[src/rtl/dtack_generator.sv]
// Wait-stated DTACK_L / BERR_L generator for one 68000 bus master.
// Decoder selects are latched on the start edge; device acknowledges are registered one clock before use.
module dtack_generator #(
  parameter int ROM_WAIT      = 1,
  parameter int RAM_WAIT      = 1,
  parameter int IO_WAIT       = 2,
  parameter int GFX_WAIT      = 3,
  parameter int OFFBOARD_WAIT = 4,
  parameter int DMA_WAIT      = 2,
  parameter int TIMEOUT       = 255,
  parameter int CNT_W         = 8
) (
  input  logic Clk,
  input  logic Reset_L,
  input  logic AS_L,
  input  logic UDS_L,
  input  logic LDS_L,
  input  logic OnChipRomSelect_H,
  input  logic OnChipRamSelect_H,
  input  logic DramSelect_H,
  input  logic IOSelect_H,
  input  logic CanBusSelect_H,
  input  logic DMASelect_L,
  input  logic GraphicsCS_L,
  input  logic OffBoardMemory_H,
  input  logic DramDtack_L,
  input  logic CanBusDtack_L,
  output logic DTACK_L,
  output logic BERR_L,
  output logic Busy_H
);

  localparam int MAXV = (1 << CNT_W) - 1;

  if (ROM_WAIT < 0 || ROM_WAIT > MAXV || RAM_WAIT < 0 || RAM_WAIT > MAXV ||
      IO_WAIT < 0 || IO_WAIT > MAXV || GFX_WAIT < 0 || GFX_WAIT > MAXV ||
      OFFBOARD_WAIT < 0 || OFFBOARD_WAIT > MAXV || DMA_WAIT < 0 || DMA_WAIT > MAXV ||
      TIMEOUT < 1 || TIMEOUT > MAXV) begin : g_bad_cfg
    $error("dtack_generator: wait or timeout parameter does not fit in CNT_W bits");
  end

  localparam logic [CNT_W-1:0] L_ROM = CNT_W'(ROM_WAIT);
  localparam logic [CNT_W-1:0] L_RAM = CNT_W'(RAM_WAIT);
  localparam logic [CNT_W-1:0] L_IO  = CNT_W'(IO_WAIT);
  localparam logic [CNT_W-1:0] L_GFX = CNT_W'(GFX_WAIT);
  localparam logic [CNT_W-1:0] L_OFF = CNT_W'(OFFBOARD_WAIT);
  localparam logic [CNT_W-1:0] L_DMA = CNT_W'(DMA_WAIT);
  localparam logic [CNT_W-1:0] L_TMO = CNT_W'(TIMEOUT);

  typedef enum logic [2:0] {
    S_IDLE    = 3'd0,
    S_WAIT    = 3'd1,
    S_EXTWAIT = 3'd2,
    S_NOMAP   = 3'd3,
    S_ACK     = 3'd4,
    S_ERR     = 3'd5
  } state_t;

  state_t           r_state;
  state_t           w_next;
  logic [CNT_W-1:0] r_count;
  logic [CNT_W-1:0] w_count_nxt;
  logic             r_is_can;
  logic             w_is_can_nxt;
  logic             r_dram_dtack_l;
  logic             r_can_dtack_l;
  logic             r_dtack_l;
  logic             r_berr_l;
  logic             w_start;
  logic             w_dev_ack;
  logic             w_cnt_zero;

  assign w_start    = ~AS_L & (~UDS_L | ~LDS_L);
  assign w_dev_ack  = r_is_can ? ~r_can_dtack_l : ~r_dram_dtack_l;
  assign w_cnt_zero = (r_count == '0);

  always_comb begin
    w_next       = r_state;
    w_count_nxt  = r_count;
    w_is_can_nxt = r_is_can;
    case (r_state)
      S_IDLE: begin
        if (w_start) begin
          // Priority chain: first active select wins, the rest are ignored
          if (OnChipRomSelect_H) begin
            w_next = S_WAIT; w_count_nxt = L_ROM;
          end else if (OnChipRamSelect_H) begin
            w_next = S_WAIT; w_count_nxt = L_RAM;
          end else if (IOSelect_H) begin
            w_next = S_WAIT; w_count_nxt = L_IO;
          end else if (CanBusSelect_H) begin
            w_next = S_EXTWAIT; w_count_nxt = L_TMO; w_is_can_nxt = 1'b1;
          end else if (DramSelect_H) begin
            w_next = S_EXTWAIT; w_count_nxt = L_TMO; w_is_can_nxt = 1'b0;
          end else if (~DMASelect_L) begin
            w_next = S_WAIT; w_count_nxt = L_DMA;
          end else if (~GraphicsCS_L) begin
            w_next = S_WAIT; w_count_nxt = L_GFX;
          end else if (OffBoardMemory_H) begin
            w_next = S_WAIT; w_count_nxt = L_OFF;
          end else begin
            w_next = S_NOMAP; w_count_nxt = L_TMO;
          end
        end
      end
      S_WAIT: begin
        if (AS_L)            w_next = S_IDLE;
        else if (w_cnt_zero) w_next = S_ACK;
        else                 w_count_nxt = r_count - CNT_W'(1);
      end
      S_EXTWAIT: begin
        if (AS_L)            w_next = S_IDLE;
        else if (w_dev_ack)  w_next = S_ACK;
        else if (w_cnt_zero) w_next = S_ERR;
        else                 w_count_nxt = r_count - CNT_W'(1);
      end
      S_NOMAP: begin
        if (AS_L)            w_next = S_IDLE;
        else if (w_cnt_zero) w_next = S_ERR;
        else                 w_count_nxt = r_count - CNT_W'(1);
      end
      S_ACK, S_ERR: begin
        if (AS_L) w_next = S_IDLE;
      end
      default: w_next = S_IDLE;
    endcase
  end

  // Outputs are registered from the next state so they change on the transition edge
  always_ff @(posedge Clk) begin
    if (!Reset_L) begin
      r_state        <= S_IDLE;
      r_count        <= '0;
      r_is_can       <= 1'b0;
      r_dram_dtack_l <= 1'b1;
      r_can_dtack_l  <= 1'b1;
      r_dtack_l      <= 1'b1;
      r_berr_l       <= 1'b1;
    end else begin
      r_state        <= w_next;
      r_count        <= w_count_nxt;
      r_is_can       <= w_is_can_nxt;
      r_dram_dtack_l <= DramDtack_L;
      r_can_dtack_l  <= CanBusDtack_L;
      r_dtack_l      <= (w_next != S_ACK);
      r_berr_l       <= (w_next != S_ERR);
    end
  end

  assign DTACK_L = r_dtack_l;
  assign BERR_L  = r_berr_l;
  assign Busy_H  = (r_state != S_IDLE);

endmodule

[config.mk]
export PLATFORM = sky130hd
export DESIGN_NAME = dtack_generator
export DESIGN_NICKNAME = d
export VERILOG_FILES = /design/src/rtl/dtack_generator.sv
export SDC_FILE = /design/constraint.sdc
export NUM_CORES = 1
export LEC_CHECK = 0
export CAP_MARGIN = 20
export CORE_ASPECT_RATIO = 0.7
export CORE_MARGIN = 8
export CORE_UTILIZATION = 50
export DETAILED_ROUTE_END_ITERATION = 10
export PLACE_DENSITY = 0.73
export SLEW_MARGIN = 20
export SYNTH_ARGS = -nofsm -noshare
export SYNTH_HDL_FRONTEND = slang
export SYNTH_SLANG_ARGS = --single-unit
[constraint.sdc]
create_clock -name Clk -period 3 [get_ports Clk]
set_clock_uncertainty 0.2 [all_clocks]
set_input_delay 0.75 -clock Clk [delete_from_list [all_inputs] [get_ports Clk]]
set_output_delay 0.75 -clock Clk [all_outputs]
set_load 0.005 [all_outputs]
==> results.cfg <==
[routing]
wl_per_cell_um = 14.5
drt_first_iter_violations = 107
viasPerCell = 5.96
drc = 0
routed_wl_um = 2370
vias = 978
firstDrtPassIters = 4
final_antenna_net_count = 0
wl_met2_um = 962
wl_met1_um = 1120
route.met3.wl_um = 233
routed.top_layer = met4

[cells_and_area]
final_common_cell = clkdlybuf4s50_1
area_growth_pct = 22.5
nNetsFinal = 159
fin_area_mm2 = 0.00117
final_cell_mix = clkdlybuf4s50_1, dfxtp_1, nor2_1, nand2_1, o21ai_0
n_antenna_cell = 0
drive_gt1_share_pct = 10.6

[critical_path]
path_cells = or3_1 > clkdlybuf4s50_1
crit_type = flip-flop to output pin
cp.depth = 2
path_max_fanout = 10
r2r_cells = 5
cpPeakStageDelay_ns = 0.45
end_kind = output pin
worstPathRequired_ns = 2.05
cpLargestDelayFamily = buffers and inverters
critPathSlowestCell = clkdlybuf4s50_1
path_buf_inv = 1
cp-start-kind = flip-flop
worstPathArrival_ns = 1.54

[run_status]
status = finished, final reports clean

[sta]
worst_slack_ns = 0.506
setup_viol = 0
finalHoldViolations = 0
finalCriticalPeriod_ns = 2.49
fin_crit_sh_pct = 83.1
rsz0062_at_grt = no
slew_viol_final = 0
worst_pin_slew_ns = 0.546
slew_headroom_pct = 63.6
setup_tns_ns = 0
fmax_mhz = 401

[clock_tree]
cts-resized-gates = 0
cts_buffer_depth = 2
ctsHoldBuffers = 0
clock_sinks = 16
cts_tree = built
clkTransAtPathRegs_ns = 0.10
cts_buffers = 3
htree_levels = 1
post_cts_buffers = 0
insertion_delay_ns = 0.30
clockRootBuffer = clkbuf_4

[power]
leakage_nw = 0.423
cellPowerDensity_mw_per_mm2 = 460
clockPowerShare_pct = 27.6
swShare_pct = 31.6
worst_ir_drop_vdd_mv = 0.274
p_switching_mw = 0.169
power_frac_seq_pct = 44.3
p_int_mw = 0.367
combPwrFrac_pct = 28.1

[synthesis]
syn_nets = 141
synthCells = 125
ys_seq_elements = 16
synth_top_area_share_pct = 33.6
ys_warn_count = 0
ys_types = 39
ys_seq_area_share_pct = 33.6
synth_area_leaders = dfxtp_1, o21ai_0, nor2_1
postSynthAreaPerCell_um2 = 7.62
yosysTopAreaCell = dfxtp_1
syn_area_um2 = 952

[grt]
grt_pass1_vias = 843
grt_util_all_layers_pct = 13.9
gr-total-overflow = 0
antenna_found_initial = 0
grt_max_degree = 12
grt_pass1_wl_um = 3760

[die]
dieArea_mm2 = 0.00358
rows = 13
io_pins = 18
initial_core_util_pct = 52.3
core_mm2 = 0.00182
dieHeight_um = 52.5
die_x_um = 68.2

[run]
max-cap-violations = 0

[placement]
gp_congestion = 0.888
place_hpwl_um = 1820
io_buffer_count = 17
pre_cts_ws_ns = 0.268
dpl-instance-area_mm2 = 0.00113

[hold_path]
min_path_type = flip-flop to flip-flop
worstHoldPathCells = 2
[routing by layer]
metal | GRT usage (%) | vias to the layer above
met5 | 0 | -
met4 | 7.12 | 0
met3 | 5.77 | 7
met2 | 19.1 | 52
met1 | 17.8 | 431
li1 | - | 488
[tightest hold or removal path, cell delays in order, from the launching register on]
cell     delay, ns
dfxtp_1       0.32
o21ai_0       0.07
a21oi_1       0.07
[kinds of logic (layout without fill, tap and decap cells)]
group	Yosys count	count (layout)	share of synthesized area [%]
and+or+nand+nor	53	53	28.4
muxes	1	1	1.18
DFF	16	16	33.6
adders and majority gates	1	1	1.31
AOI/OAI and AO/OA	43	43	30.2
buffers and inverters	11	28	5.26
[state kept, by name, summed over array words and instances (netlist names)]
signal / flops
r_dram_dtack_l: 1
r_count: 8
r_is_can: 1
DTACK_L: 1
r_can_dtack_l: 1
BERR_L: 1
r_state: 3
[Yosys cell counts]
library cell	number
or2_2	2
a311o_2	1
a21oi_2	1
nor2_2	1
clkbuf_1	3
or3_1	1
nor3b_1	2
o41a_2	1
buf_6	1
a31oi_1	2
inv_1	6
a21boi_1	1
buf_2	1
a21oi_1	9
o221ai_1	1
nor3_1	7
o21ai_0	13
o31a_1	1
or4_1	1
o21bai_1	1
nand2b_1	3
nor3_4	1
mux2_2	1
o211ai_1	4
o21a_1	1
dfxtp_1	16
nor2b_1	2
a22oi_1	2
nor2_1	14
nand2_1	13
nand3_1	2
and3_1	2
o31ai_1	2
and4_1	1
nand3b_1	1
o21ba_2	1
a21boi_0	1
ha_1	1
a311oi_2	1
[final cells by class]
cell class	count	area (um^2)
well taps	22	27.5
repair buffers	18	178
flip-flops and latches	16	320
multi-input cells	98	582
inverters	6	22.5
clock buffers	4	36.3
fillers	180	656
[metrics by stage]
step / power [mW] / hold WS (ns) / instances / utilization, %
detailed placement: 0.389 / 0.275 / 160 / 62.0
global placement: 0.387 / 0.263 / 160 / 62.0
finish: 0.536 / 0.293 / 164 / 64.0
floorplan: 0.346 / 0.244 / 125 / -
global route: 0.565 / 0.306 / 164 / 64.0
CTS: 0.537 / 0.294 / 164 / 64.0
[power groups by stage]
stage	Clock [mW]	Combinational, mW	Sequential [mW]
6_report	0.148	0.151	0.237
5_1_grt	0.163	0.163	0.239
4_1_cts	0.153	0.148	0.237
3_5_place_dp	0	0.147	0.242
3_3_place_gp	0	0.145	0.241
2_1_floorplan	0	0.109	0.236
[final timing paths]
| check | startpoint | endpoint | slack [ns] |
|---|---|---|---|
| max reg2reg | r_count[2] | r_count[2] | 0.84 |
| max | r_state[1] | Busy_H | 0.51 |
| min | r_count[7] | r_count[7] | 0.29 |
| min reg2reg | r_count[7] | r_count[7] | 0.29 |
No activity file was read; power rests on OpenSTA's default activity.
==> variant: new RTL, same flow settings <==
Encoding of `state_t`: now one-hot (6 bits for 6 states).
--- a/src/rtl/dtack_generator.sv
+++ b/src/rtl/dtack_generator.sv
@@ -49,9 +49,9 @@
 
-  typedef enum logic [2:0] {
-    S_IDLE    = 3'd0,
-    S_WAIT    = 3'd1,
-    S_EXTWAIT = 3'd2,
-    S_NOMAP   = 3'd3,
-    S_ACK     = 3'd4,
-    S_ERR     = 3'd5
+  typedef enum logic [5:0] {
+    S_IDLE    = 6'b000001,
+    S_WAIT    = 6'b000010,
+    S_EXTWAIT = 6'b000100,
+    S_NOMAP   = 6'b001000,
+    S_ACK     = 6'b010000,
+    S_ERR     = 6'b100000
   } state_t;
Check against the original RTL: no difference found for any inputs over 10 cycles, from zero or initial values and one cycle with Reset_L low; not proved beyond that.
==> variant against the unedited design <==
- cell area is 31% higher
- register-to-register slack worse by 330 ps
- total power grew 7.3%
- non-clock buffer count is 1 higher
- sequential cell count rose by 3
- synthesized area is 38% higher
- combinational power shrank 17%
- worst setup slack worse by 270 ps
- wire length is 41% higher
- largest cell class unchanged
- highest routed layer unchanged
==> variant: results (changes against the unedited design) <==
run status=finished clean; endpoint of the worst hold-timing path=r_count[0]$_SDFFE_PN0P_; reg-to-reg setup timing slack=510 ps (-330 ps); highest net fanout along the worst path=15 (+5); routed metal-1 wirelength=1.557 mm (+39%); launching element of the worst setup path=r_state[3]$_SDFF_PN0_; Min-Delay Startpoint=r_count[0]$_SDFFE_PN0P_; Skew-Pair Late Insertion Delay=250 ps (-50 ps); final critical-path share of the clock period=0.9223 (+0.09098); global-route wire length before repair=5.934 mm (+58%); pre-CTS setup slack=257.7 ps (-10.21 ps); registers with the highest flip-flop counts=r_count: 8 flops, r_state: 6 flops; final estimated routing congestion in global placement=0.8970 (+0.99%); power share of the sequential group=0.474 (+0.031); largest net degree at the start of global routing=16 (+4); clock transition at the registers of the reported paths=70 ps (-30 ps); clock network power=0.177 mW (+20%); worst path arrival time=1820 ps (+280 ps); met3 wirelength from detailed routing=305 µm (+31%); Final Hold Slack=331.5 ps (+38.20 ps); measured slew at the worst slew-check pin=606.0 ps (+59.90 ps); most area-consuming cells after synthesis=sky130_fd_sc_hd__dfxtp_1 29%, sky130_fd_sc_hd__nor2_1 4.0%, sky130_fd_sc_hd__o311ai_0 4.0%; sequential element share of the synthesized area=0.2892 (-0.04715); number of nets in the finished design=186 (+17%); top cell types by occurrence after synthesis=19 x sky130_fd_sc_hd__dfxtp_1, 14 x sky130_fd_sc_hd__nor2_1, 10 x sky130_fd_sc_hd__a21oi_1; filler cell count=230 (+28%); clock tree root buffer cell=sky130_fd_sc_hd__clkbuf_8; cell leakage power=0.5445 nW (+29%)
-- variant: cells by family (layout without fill, tap and decap cells) --
kind of cell,Yosys count,after routing,share of synthesized area
flip-flops,19,19,0.2892
AO/OA/AOI/OAI,54,54,0.3188
multiplexers,2,2,0.01998
XOR/XNOR,3,3,0.02570
adder cells (fa/ha/maj),1,1,0.009513
AND/OR/NAND/NOR,62,62,0.2769
buffers and inverters,13,28,0.05994
-- variant: worst max-delay path: stages (launching register included) --
cell                              delay (ps)
sky130_fd_sc_hd__dfxtp_1                 710
sky130_fd_sc_hd__inv_1                   200
sky130_fd_sc_hd__nand4_4                 140
sky130_fd_sc_hd__clkdlybuf4s50_1         510
-- variant: cell type report --
| class | instances | share of cell area |
|---|---|---|
| Clock inverter | 1 | 0.003273 |
| Timing Repair Buffer | 19 | 0.1211 |
| Sequential cell | 19 | 0.2488 |
| Inverter | 5 | 0.01227 |
| Multi-Input combinational cell | 122 | 0.5597 |
| Tap cell | 34 | 0.02782 |
| Clock buffer | 3 | 0.02700 |
